==> src/rtl/mux_scan_sel.sv <==
// mux_scan_sel: registered CHANNELS:1 multiplexer with a manual-select mode
// and an auto-scan mode that dwells DWELL enabled cycles on each channel.
// All outputs are registered; ena low freezes state and gates the strobes.
module mux_scan_sel #(
    parameter int CHANNELS = 4,
    parameter int WIDTH    = 4,
    parameter int DWELL    = 8,
    parameter int SELW     = $clog2(CHANNELS)
) (
    input  logic                      clk,
    input  logic                      rst,
    input  logic                      ena,
    input  logic                      mode,
    input  logic [SELW-1:0]           sel_in,
    input  logic [CHANNELS*WIDTH-1:0] din,
    output logic [WIDTH-1:0]          dout,
    output logic [SELW-1:0]           sel_out,
    output logic                      dout_valid,
    output logic                      scan_wrap
);

    localparam int SELW1 = SELW + 1;
    localparam int CNTW  = (DWELL > 1) ? $clog2(DWELL) : 1;

    localparam logic [CNTW-1:0]  LAST_CNT = CNTW'(DWELL - 1);
    localparam logic [SELW-1:0]  LAST_IDX = SELW'(CHANNELS - 1);
    localparam logic [SELW1-1:0] CH_BOUND = SELW1'(CHANNELS);

    typedef enum logic [1:0] {
        ST_IDLE   = 2'd0,
        ST_MANUAL = 2'd1,
        ST_SCAN   = 2'd2
    } state_t;

    state_t           state_q, state_d;
    logic [SELW-1:0]  idx_q, idx_d;
    logic [CNTW-1:0]  cnt_q, cnt_d;
    logic             pend_q, pend_d;    // a wrap happened; flag it with the next channel-0 sample
    logic [WIDTH-1:0] dout_q, dout_d;
    logic [SELW-1:0]  sel_q, sel_d;
    logic             valid_q, valid_d;
    logic             wrap_q, wrap_d;

    logic             manual_step_s;
    logic             scan_step_s;
    logic             scan_entry_s;
    logic [SELW-1:0]  scan_idx_s;
    logic [CNTW-1:0]  scan_cnt_s;
    logic             scan_pend_s;

    // Return channel idx of the packed bus; out-of-range indices give zero.
    function automatic logic [WIDTH-1:0] pick_channel(
        input logic [CHANNELS*WIDTH-1:0] bus,
        input logic [SELW-1:0]           idx
    );
        logic [WIDTH-1:0] res;
        res = '0;
        for (int k = 0; k < CHANNELS; k++) begin
            if (idx == SELW'(k)) begin
                res = bus[k*WIDTH +: WIDTH];
            end
        end
        return res;
    endfunction

    // State register and output registers with synchronous reset.
    always_ff @(posedge clk) begin
        if (rst) begin
            state_q <= ST_IDLE;
            idx_q   <= '0;
            cnt_q   <= '0;
            pend_q  <= 1'b0;
            dout_q  <= '0;
            sel_q   <= '0;
            valid_q <= 1'b0;
            wrap_q  <= 1'b0;
        end else begin
            state_q <= state_d;
            idx_q   <= idx_d;
            cnt_q   <= cnt_d;
            pend_q  <= pend_d;
            dout_q  <= dout_d;
            sel_q   <= sel_d;
            valid_q <= valid_d;
            wrap_q  <= wrap_d;
        end
    end

    // Next-state, scan position and output-register next values.
    always_comb begin
        state_d       = state_q;
        idx_d         = idx_q;
        cnt_d         = cnt_q;
        pend_d        = pend_q;
        dout_d        = dout_q;
        sel_d         = sel_q;
        valid_d       = 1'b0;
        wrap_d        = 1'b0;
        manual_step_s = 1'b0;
        scan_step_s   = 1'b0;
        scan_entry_s  = 1'b0;

        if (ena) begin
            case (state_q)
                ST_IDLE: begin
                    // Leaving idle only arms the chosen mode; no sample yet.
                    if (mode) begin
                        state_d = ST_SCAN;
                        idx_d   = '0;
                        cnt_d   = '0;
                        pend_d  = 1'b0;
                    end else begin
                        state_d = ST_MANUAL;
                    end
                end
                ST_MANUAL: begin
                    if (mode) begin
                        // The switching edge already produces the channel-0 sample.
                        state_d      = ST_SCAN;
                        scan_step_s  = 1'b1;
                        scan_entry_s = 1'b1;
                    end else begin
                        manual_step_s = 1'b1;
                    end
                end
                ST_SCAN: begin
                    if (mode) begin
                        scan_step_s = 1'b1;
                    end else begin
                        state_d       = ST_MANUAL;
                        manual_step_s = 1'b1;
                    end
                end
                default: begin
                    state_d = ST_IDLE;
                end
            endcase
        end else begin
            state_d = state_q;
        end

        // A fresh scan starts at channel 0, dwell 0, with no pending wrap.
        if (scan_entry_s) begin
            scan_idx_s  = '0;
            scan_cnt_s  = '0;
            scan_pend_s = 1'b0;
        end else begin
            scan_idx_s  = idx_q;
            scan_cnt_s  = cnt_q;
            scan_pend_s = pend_q;
        end

        if (manual_step_s) begin
            sel_d = sel_in;
            if ({1'b0, sel_in} < CH_BOUND) begin
                dout_d  = pick_channel(din, sel_in);
                valid_d = 1'b1;
            end else begin
                dout_d  = '0;
                valid_d = 1'b0;
            end
        end else if (scan_step_s) begin
            dout_d  = pick_channel(din, scan_idx_s);
            sel_d   = scan_idx_s;
            valid_d = 1'b1;
            wrap_d  = scan_pend_s;
            pend_d  = 1'b0;
            if (scan_cnt_s == LAST_CNT) begin
                cnt_d = '0;
                if (scan_idx_s == LAST_IDX) begin
                    idx_d  = '0;
                    pend_d = 1'b1;
                end else begin
                    idx_d = scan_idx_s + SELW'(1);
                end
            end else begin
                cnt_d = scan_cnt_s + CNTW'(1);
                idx_d = scan_idx_s;
            end
        end else begin
            dout_d = dout_q;
        end
    end

    assign dout       = dout_q;
    assign sel_out    = sel_q;
    assign dout_valid = valid_q;
    assign scan_wrap  = wrap_q;

endmodule

==> config.mk <==
export PLATFORM = sky130hd
export DESIGN_NAME = mux_scan_sel
export DESIGN_NICKNAME = d
export VERILOG_FILES = /design/src/rtl/mux_scan_sel.sv
export SDC_FILE = /design/constraint.sdc
export NUM_CORES = 1
export LEC_CHECK = 0
export CAP_MARGIN = 20
export CORE_UTILIZATION = 48
export CTS_CLUSTER_SIZE = 24
export DETAILED_ROUTE_END_ITERATION = 8
export PLACE_DENSITY_LB_ADDON = 0.25
export SLEW_MARGIN = 20
export SYNTH_ARGS = -nofsm -noshare
export SYNTH_HDL_FRONTEND = slang
export SYNTH_SLANG_ARGS = --single-unit
==> constraint.sdc <==
create_clock -name clk -period 4.6 [get_ports clk]
set_input_delay 0.46 -clock clk [delete_from_list [all_inputs] [get_ports clk]]
set_output_delay 0.46 -clock clk [all_outputs]
set_load 0.01 [all_outputs]
* Yosys cells after proc, flatten, opt, wreduce, memory -nomap -nowiden *
Cells that the tools add are included.

cells by class
  $add $sub $neg = 2
  equality and inequality tests = 11
  multiplexer cells = 48
  bitwise gates (word level) = 1
  reduce and logical (&&, ||, !) cells = 7

operators with widths
  cell                                           number
  two-way mux 4 bit                              10
  two-way mux 2 bit                              13
  two-way mux 3 bit                              7
  two-way mux 1 bit                              17
  == test 2 bit, second input constant           5
  == test 2 x 1 -> 1 bit, second input constant  3
  zero test 2 bit                                3
  one-hot mux 2 bit (3 select lines)             1
  != test 2 bit, second input constant           2
  OR reduction 4 bit                             1
  adder 3 x 1 -> 3 bit, second input constant    1
  == test 3 bit, second input constant           1
  AND reduction 3 bit                            1
  adder 2 x 1 -> 2 bit, second input constant    1
  nonzero test 2 bit                             1
  OR reduction 2 bit                             1
  inverter 1 bit                                 1

word-level totals
  register bits after elaboration = 16
  input port bits = 22

* Depth between registers and ports, before layout *
Gate-level depths: netlist of run 1.

  depth in word-level cells = 11
  gate-level depth with buffers = 9
  gate-level depth less buffers = 9

* Worst setup path before layout of run 1 *
OpenSTA, ideal clock, no wires.

  path type = flip-flop to flip-flop
  start = reg state_q[1]
  end = reg dout_q[0] (netlist: dout[0])
  setup time = 126 ps
  arrival time = 1,791 ps
  path slack = 2,683 ps
  stages on the path, launching flop included = 10
  buffers on the path = 0
  cell sequence = dfxtp_1 inv_1 ha_1 nand3_2 nand2_1 inv_1 ha_1 or2_2 a221oi_1 o211ai_2

between the ends
  word-level cells in the longest chain between the ends = 11
  elaborated cells between the ends (all ways) = 21
  those cells by class = eq/ne (5); mux (13); reduce/logical (3)

RTL lines
  element                         line  source
  from (decl)                     35    state_t state_q, state_d;
  from (signal assigned)          78    state_q <= state_d;
  == test 2 x 1 -> 1 bit          104   case (state_q)
  two-way mux 1 bit               104
  two-way mux 1 bit               103   if (ena) begin
  two-way mux 2 bit               143   if (scan_entry_s) begin
  zero test 2 bit                 59    if (idx == SELW'(k)) begin
  two-way mux 4 bit (4 in a row)  59
  two-way mux 4 bit               162   end else if (scan_step_s) begin
  two-way mux 4 bit               153   if (manual_step_s) begin
  to (signal assigned)            82    dout_q <= dout_d;
  to (decl)                       39    logic [WIDTH-1:0] dout_q, dout_d;

Several ways; a longest one is shown, not always the timed one. The select of a mux whose other input is x is not followed.
A chain may end at the register's enable or synchronous reset.

* Final worst setup path of run 1 *
  start = in ena
  end = reg dout_q[2] (netlist: dout[2])

between the ends
  word-level cells in the longest chain between the ends = 9
  elaborated cells between the ends (all ways) = 15
  those cells by class = eq/ne (3); mux (10); reduce/logical (2)

RTL lines
  element                         line  source
  from (decl)                     12    input logic ena,
  two-way mux 1 bit               103
  two-way mux 2 bit               143
  zero test 2 bit                 59
  two-way mux 4 bit (4 in a row)  59
  two-way mux 4 bit               162
  two-way mux 4 bit               153

Several ways; a longest one is shown, not always the timed one. The select of a mux whose other input is x is not followed.

==> flow_summary.ini, run 1 <==
[status]
outcome = finished, final reports clean

[worst_setup_path]
worstPathCellList = clkdlybuf4s50_1, nand3_2, nand2_1, inv_1, ha_1, or2_2, a211oi_1, o211ai_2
cp_num_buf_inv = 2
slowest_delay_ps = 770
start_kind = primary input
cp-end-kind = flop
crit_fanout = 15
arrival_ps = 2750
worstPathRequired_ps = 4780
cp_slowest_cell = clkdlybuf4s50_1
cpLargestDelayFamily = buffers and inverters
critPathKind = primary input to flop

[clock_network]
cts_max_level = 1
tritoncts.num_buffers = 3
cts_resized = 0
post_cts_buffers = 0
cts_tree = done
clkSinkCount = 16
clock_latency_ps = 290
clk_path_buf_depth = 2
clkTransAtPathRegs_ps = 100
cts.hold.buffers_added = 0
ctsRootBufferMaster = clkbuf_4

[floorplanning]
initial_core_util = 0.535
ioPinCount = 30
die_y_um = 49.7
core_area_um2 = 2040
chipWidth_um = 49.7
fp.dieArea_um2 = 2470
num_rows = 16

[sta]
finalHoldViolations = 0
relSlewSlack = 0.673
fin_crit_ps = 2570
tns_ps = 0
period_share = 0.558
clock.fmax_mhz = 390
setup_viol_count_final = 0
slew_viol_final = 0
tightest_slew_ps = 488
rsz0062_at_grt = false
final.setup_skew_ps = 0.843

[finish]
layout_commonest_cell = clkdlybuf4s50_1
fill_cells = 171
drive_gt1_frac = 0.126
final_cell_mix = 29 x clkdlybuf4s50_1, 16 x dfxtp_1, 14 x nand2_1, 9 x ha_1, 7 x a21oi_1
n_antenna_cell = 0
final_nets = 175
seq_area_um2 = 320
syn2layout_area_growth_pct = 29.6
fin_area_um2 = 1420
multi_input_area_um2 = 716

[routing]
drt_wl_total_um = 2760
drc = 0
routed_via_density = 6.15
drtAntennaViolNets = 0
drt_iter0_markers = 26
first_pass_iters = 4
routed-via-count = 1045
wl_per_cell_um = 16.3

[power]
p_clk_frac = 0.278
power_density_nw_per_um2 = 242
vdd_ir_drop_max_mv = 0.225
sequentialPowerShare = 0.446
p_leak_uw = 0.000563
combPwrFrac = 0.276
swShare = 0.287
internal_power_uw = 244
p_switching_uw = 98.4

[global_routing]
grt_max_degree = 16
grt-ovfl-total = 0
grt_pass1_vias = 1018
globalRouteTotalUtil = 0.246
grt_pass1_wl_um = 4590
antenna_found_initial = 0

[job]
drv_cap = 0

[yosys]
synthFlopType = dfxtp_1
netlist_instances = 115
yosys_warnings = 0
synth.distinct_cells = 38
async_reset_ff_frac = 0
synth_edf_count = 0
synth-seq-cells = 16
synth_area_um2 = 1090
yosysSeqAreaShare = 0.293
syn_nets = 146
synth.avg_cell_area_um2 = 9.50

[placed_design]
port_buffers = 29
placed_area_um2 = 1380
hpwl_um = 2100
gp_congestion = 0.878

[worst_hold_path]
hold_class = flop to flop
-- final timing paths --
path | start | end | slack, ps | depth (start not counted)
max | ena | dout[2] | 2030 | 8
min | cnt_q[0] | cnt_q[0] | 490 | 2
max reg2reg | state_q[1] | dout[2] | 2350 | 9
min reg2reg | cnt_q[0] | cnt_q[0] | 490 | 2
-- synthesized netlist by cell type (2+ instances only) --
cell / instances / area share
and3b_1: 2 / 0.016
nor2_1: 5 / 0.017
and3_1: 2 / 0.011
o211ai_2: 5 / 0.057
mux4_2: 4 / 0.082
o221ai_1: 3 / 0.024
nand2_1: 14 / 0.048
a21oi_1: 7 / 0.032
o21ai_0: 5 / 0.023
ha_1: 9 / 0.10
buf_4: 3 / 0.021
and4b_1: 2 / 0.018
dfxtp_1: 16 / 0.29
a221oi_1: 3 / 0.024
inv_1: 5 / 0.017
a22oi_1: 4 / 0.027
nand3_1: 2 / 0.0092
and2_1: 4 / 0.023
-- sequential cells by signal (all words and copies together) (netlist names) --
register and count:
pend_q 1, dout 4, state_q 2, sel_out 2, cnt_q 3, dout_valid 1
scan_wrap 1, idx_q 2
-- power by group through the flow --
stage	Combinational (µW)	Clock, µW	Sequential, µW
CTS	93.8	98.4	153
global placement	90.5	0	155
finish	94.6	95.1	153
global route	103	107	154
detailed placement	93.5	0	156
floorplan	53.1	0	157
-- worst min-delay path: cells and delay by family, from the launching register on --
family             cells  cell delay [ps]
AOI/OAI and AO/OA      1               50
DFF                    1              340
and+or+nand+nor        1               60
-- metal layers --
layer  vias up  GRT usage  share of wire
li1        497          -              -
met1       489      0.314           0.44
met2        45      0.401           0.47
met3        14     0.0494          0.062
met4         0      0.105          0.030
met5         -          0              0
-- per-stage QoR --
stage | power [µW] | utilization | setup WS [ps] | hold slack (ps) | cells
finish | 342 | 0.693 | 2030 | 486 | 170
global placement | 246 | 0.675 | 1870 | 455 | 166
floorplan | 210 | - | 2680 | 449 | 115
global route | 363 | 0.693 | 1880 | 522 | 170
CTS | 345 | 0.693 | 2060 | 489 | 170
detailed placement | 249 | 0.675 | 1760 | 469 | 166
-- cell type report --
| type | count | area share |
|---|---|---|
| sequential | 16 | 0.226 |
| inverter | 5 | 0.0133 |
| tap | 27 | 0.0239 |
| multi-input combinational | 89 | 0.506 |
| clock buffer | 4 | 0.0256 |
| timing repair buffer | 29 | 0.205 |
-- logic make-up after synthesis --
group	count (synthesis)	synth area share
AND/OR/NAND/NOR	41	0.219
AO/OA/AOI/OAI	34	0.242
flip-flops	16	0.293
buffers and inverters	10	0.0515
adder cells (fa/ha/maj)	9	0.103
multiplexers	5	0.0916
(Power assumes the default switching activity.)
==> run 2: changes to the inputs <==
CORE_UTILIZATION = 43   (was 48)
clock period = 2.3 ns   (was 4.6 ns; I/O delays follow)
==> flow_summary.ini, run 2 (synthesis results as in run 1) <==
[power]
power_density_nw_per_um2 = 477
vdd_ir_drop_max_mv = 0.378
p_leak_uw = 0.000578

[sta]
relSlewSlack = 0.725
finalHoldViolations = 0
hold_ws_ps = 486
setup_viol_count_final = 0
slew_viol_final = 0
clock.fmax_mhz = 462
fin_crit_ps = 2160
final.setup_skew_ps = 6.44
period_share = 0.941
tightest_slew_ps = 413

[worst_setup_path]
crit_fanout = 9
critPathMostFrequentCell = inv_1
cp-end-kind = flop
cpLargestDelayFamily = simple AND/OR/NAND/NOR gates
start_kind = flop
cp_slowest_cell = dfxtp_1
cp_num_buf_inv = 2
arrival_ps = 2350
worstPathCellList = inv_1, ha_2, nand3_2, nand2_1, inv_1, ha_1, or2_2, a221oi_1, o211ai_2
worstPathRequired_ps = 2480
slowest_delay_ps = 370
critPathKind = flop to flop

[routing]
drt_wl_total_um = 2670
drtAntennaViolNets = 0
first_pass_iters = 4
wl_per_cell_um = 15.4
drc = 0
routed_via_density = 5.71
drt_iter0_markers = 23
routed-via-count = 993

[placed_design]
gp_congestion = 0.848
dpl.cell_count = 170
hpwl_um = 2060
port_buffers = 29

[floorplanning]
core_area_um2 = 2300
die_y_um = 52.4
ioPinCount = 30
num_rows = 17
initial_core_util = 0.475
fp.dieArea_um2 = 2750
chipWidth_um = 52.4

[worst_hold_path]
hold_class = flop to flop

[clock_network]
clkTransAtPathRegs_ps = 110
cts_max_level = 1
ctsRootBufferMaster = clkbuf_4
clock_latency_ps = 290
tritoncts.num_buffers = 3
cts_tree = done
clk_path_buf_depth = 2
clkSinkCount = 16
post_cts_buffers = 0

[finish]
n_antenna_cell = 0
final_nets = 178
largest_register_ffs = 4
fin_cells = 174
final_cell_mix = 29 x clkdlybuf4s50_1, 15 x dfxtp_1, 14 x nand2_1, 8 x ha_1, 7 x a21oi_1
drive_gt1_frac = 0.164
syn2layout_area_growth_pct = 32.6
layout_commonest_cell = clkdlybuf4s50_1

[global_routing]
grt_pass1_vias = 975
grt-ovfl-total = 0
grt_pass1_wl_um = 4400
globalRouteTotalUtil = 0.217
antenna_found_initial = 0
grt_max_degree = 15

[job]
drv_cap = 0

[status]
outcome = finished, final reports clean
==> run 2: repair_timing <==
action,in CTS,in global routing
hold buffers,0,0
setup endpoints to repair,0,4
resized for setup,0,3
==> run 2: final cells by class <==
type | instances | area (µm²)
timing repair buffer | 32 | 313
inverter | 5 | 18.8
multi-input combinational | 89 | 724
clock buffer | 4 | 36.3
tap | 28 | 35.0
fill | 188 | 848
sequential | 16 | 322
==> run 2: metal layers <==
metal | vias to the layer above | wire, µm | track usage
met5 | - | 0 | 0
met4 | 0 | 38 | 0.0702
met3 | 4 | 116 | 0.0290
met2 | 30 | 1280 | 0.361
met1 | 460 | 1230 | 0.285
li1 | 499 | - | -
==> run 2: worst reg2reg max path, delay by kind of cell (launching register included) <==
kind                       cells  cell delay [ps]
buffers and inverters          2              170
adders and majority gates      2              460
and+or+nand+nor                3              670
DFF                            1              370
AOI/OAI and AO/OA              2              390
==> run 2: power by group <==
part / internal [µW] / total (µW) / leakage (µW) / switching (µW)
clock: 96.2 / 191 / 0.0000210 / 95.0
combinational: 103 / 193 / 0.000427 / 90.3
sequential: 293 / 306 / 0.000130 / 12.5
==> run 2: path summary, 6_finish.rpt <==
check,startpoint,end,slack [ps],cells after the start
worst min-delay path,dout[2],dout[2],490,2
worst max-delay path,state_q[1],dout[1],140,9
worst min register to register,dout[2],dout[2],490,2
worst max register to register,state_q[1],dout[1],140,9
==> run 2: through the flow <==
stage / power (µW) / cell area, µm² / utilization / worst slack (ps) / TNS [ps]
finish: 690 / 1450 / 0.631 / 136 / 0
global route: 724 / 1450 / 0.631 / -3.64 / -3.86
CTS: 692 / 1440 / 0.626 / 120 / 0
detailed placement: 502 / 1400 / 0.611 / 69.4 / 0
global placement: 494 / 1400 / 0.611 / 133 / 0
floorplan: 420 / 1090 / - / 383 / 0
==> run 3: changes to the inputs <==
ABC_AREA = 0   (was not set)
==> results of run 3 <==
Same layout as run 2: the final DEF is identical, and so are final timing and power.
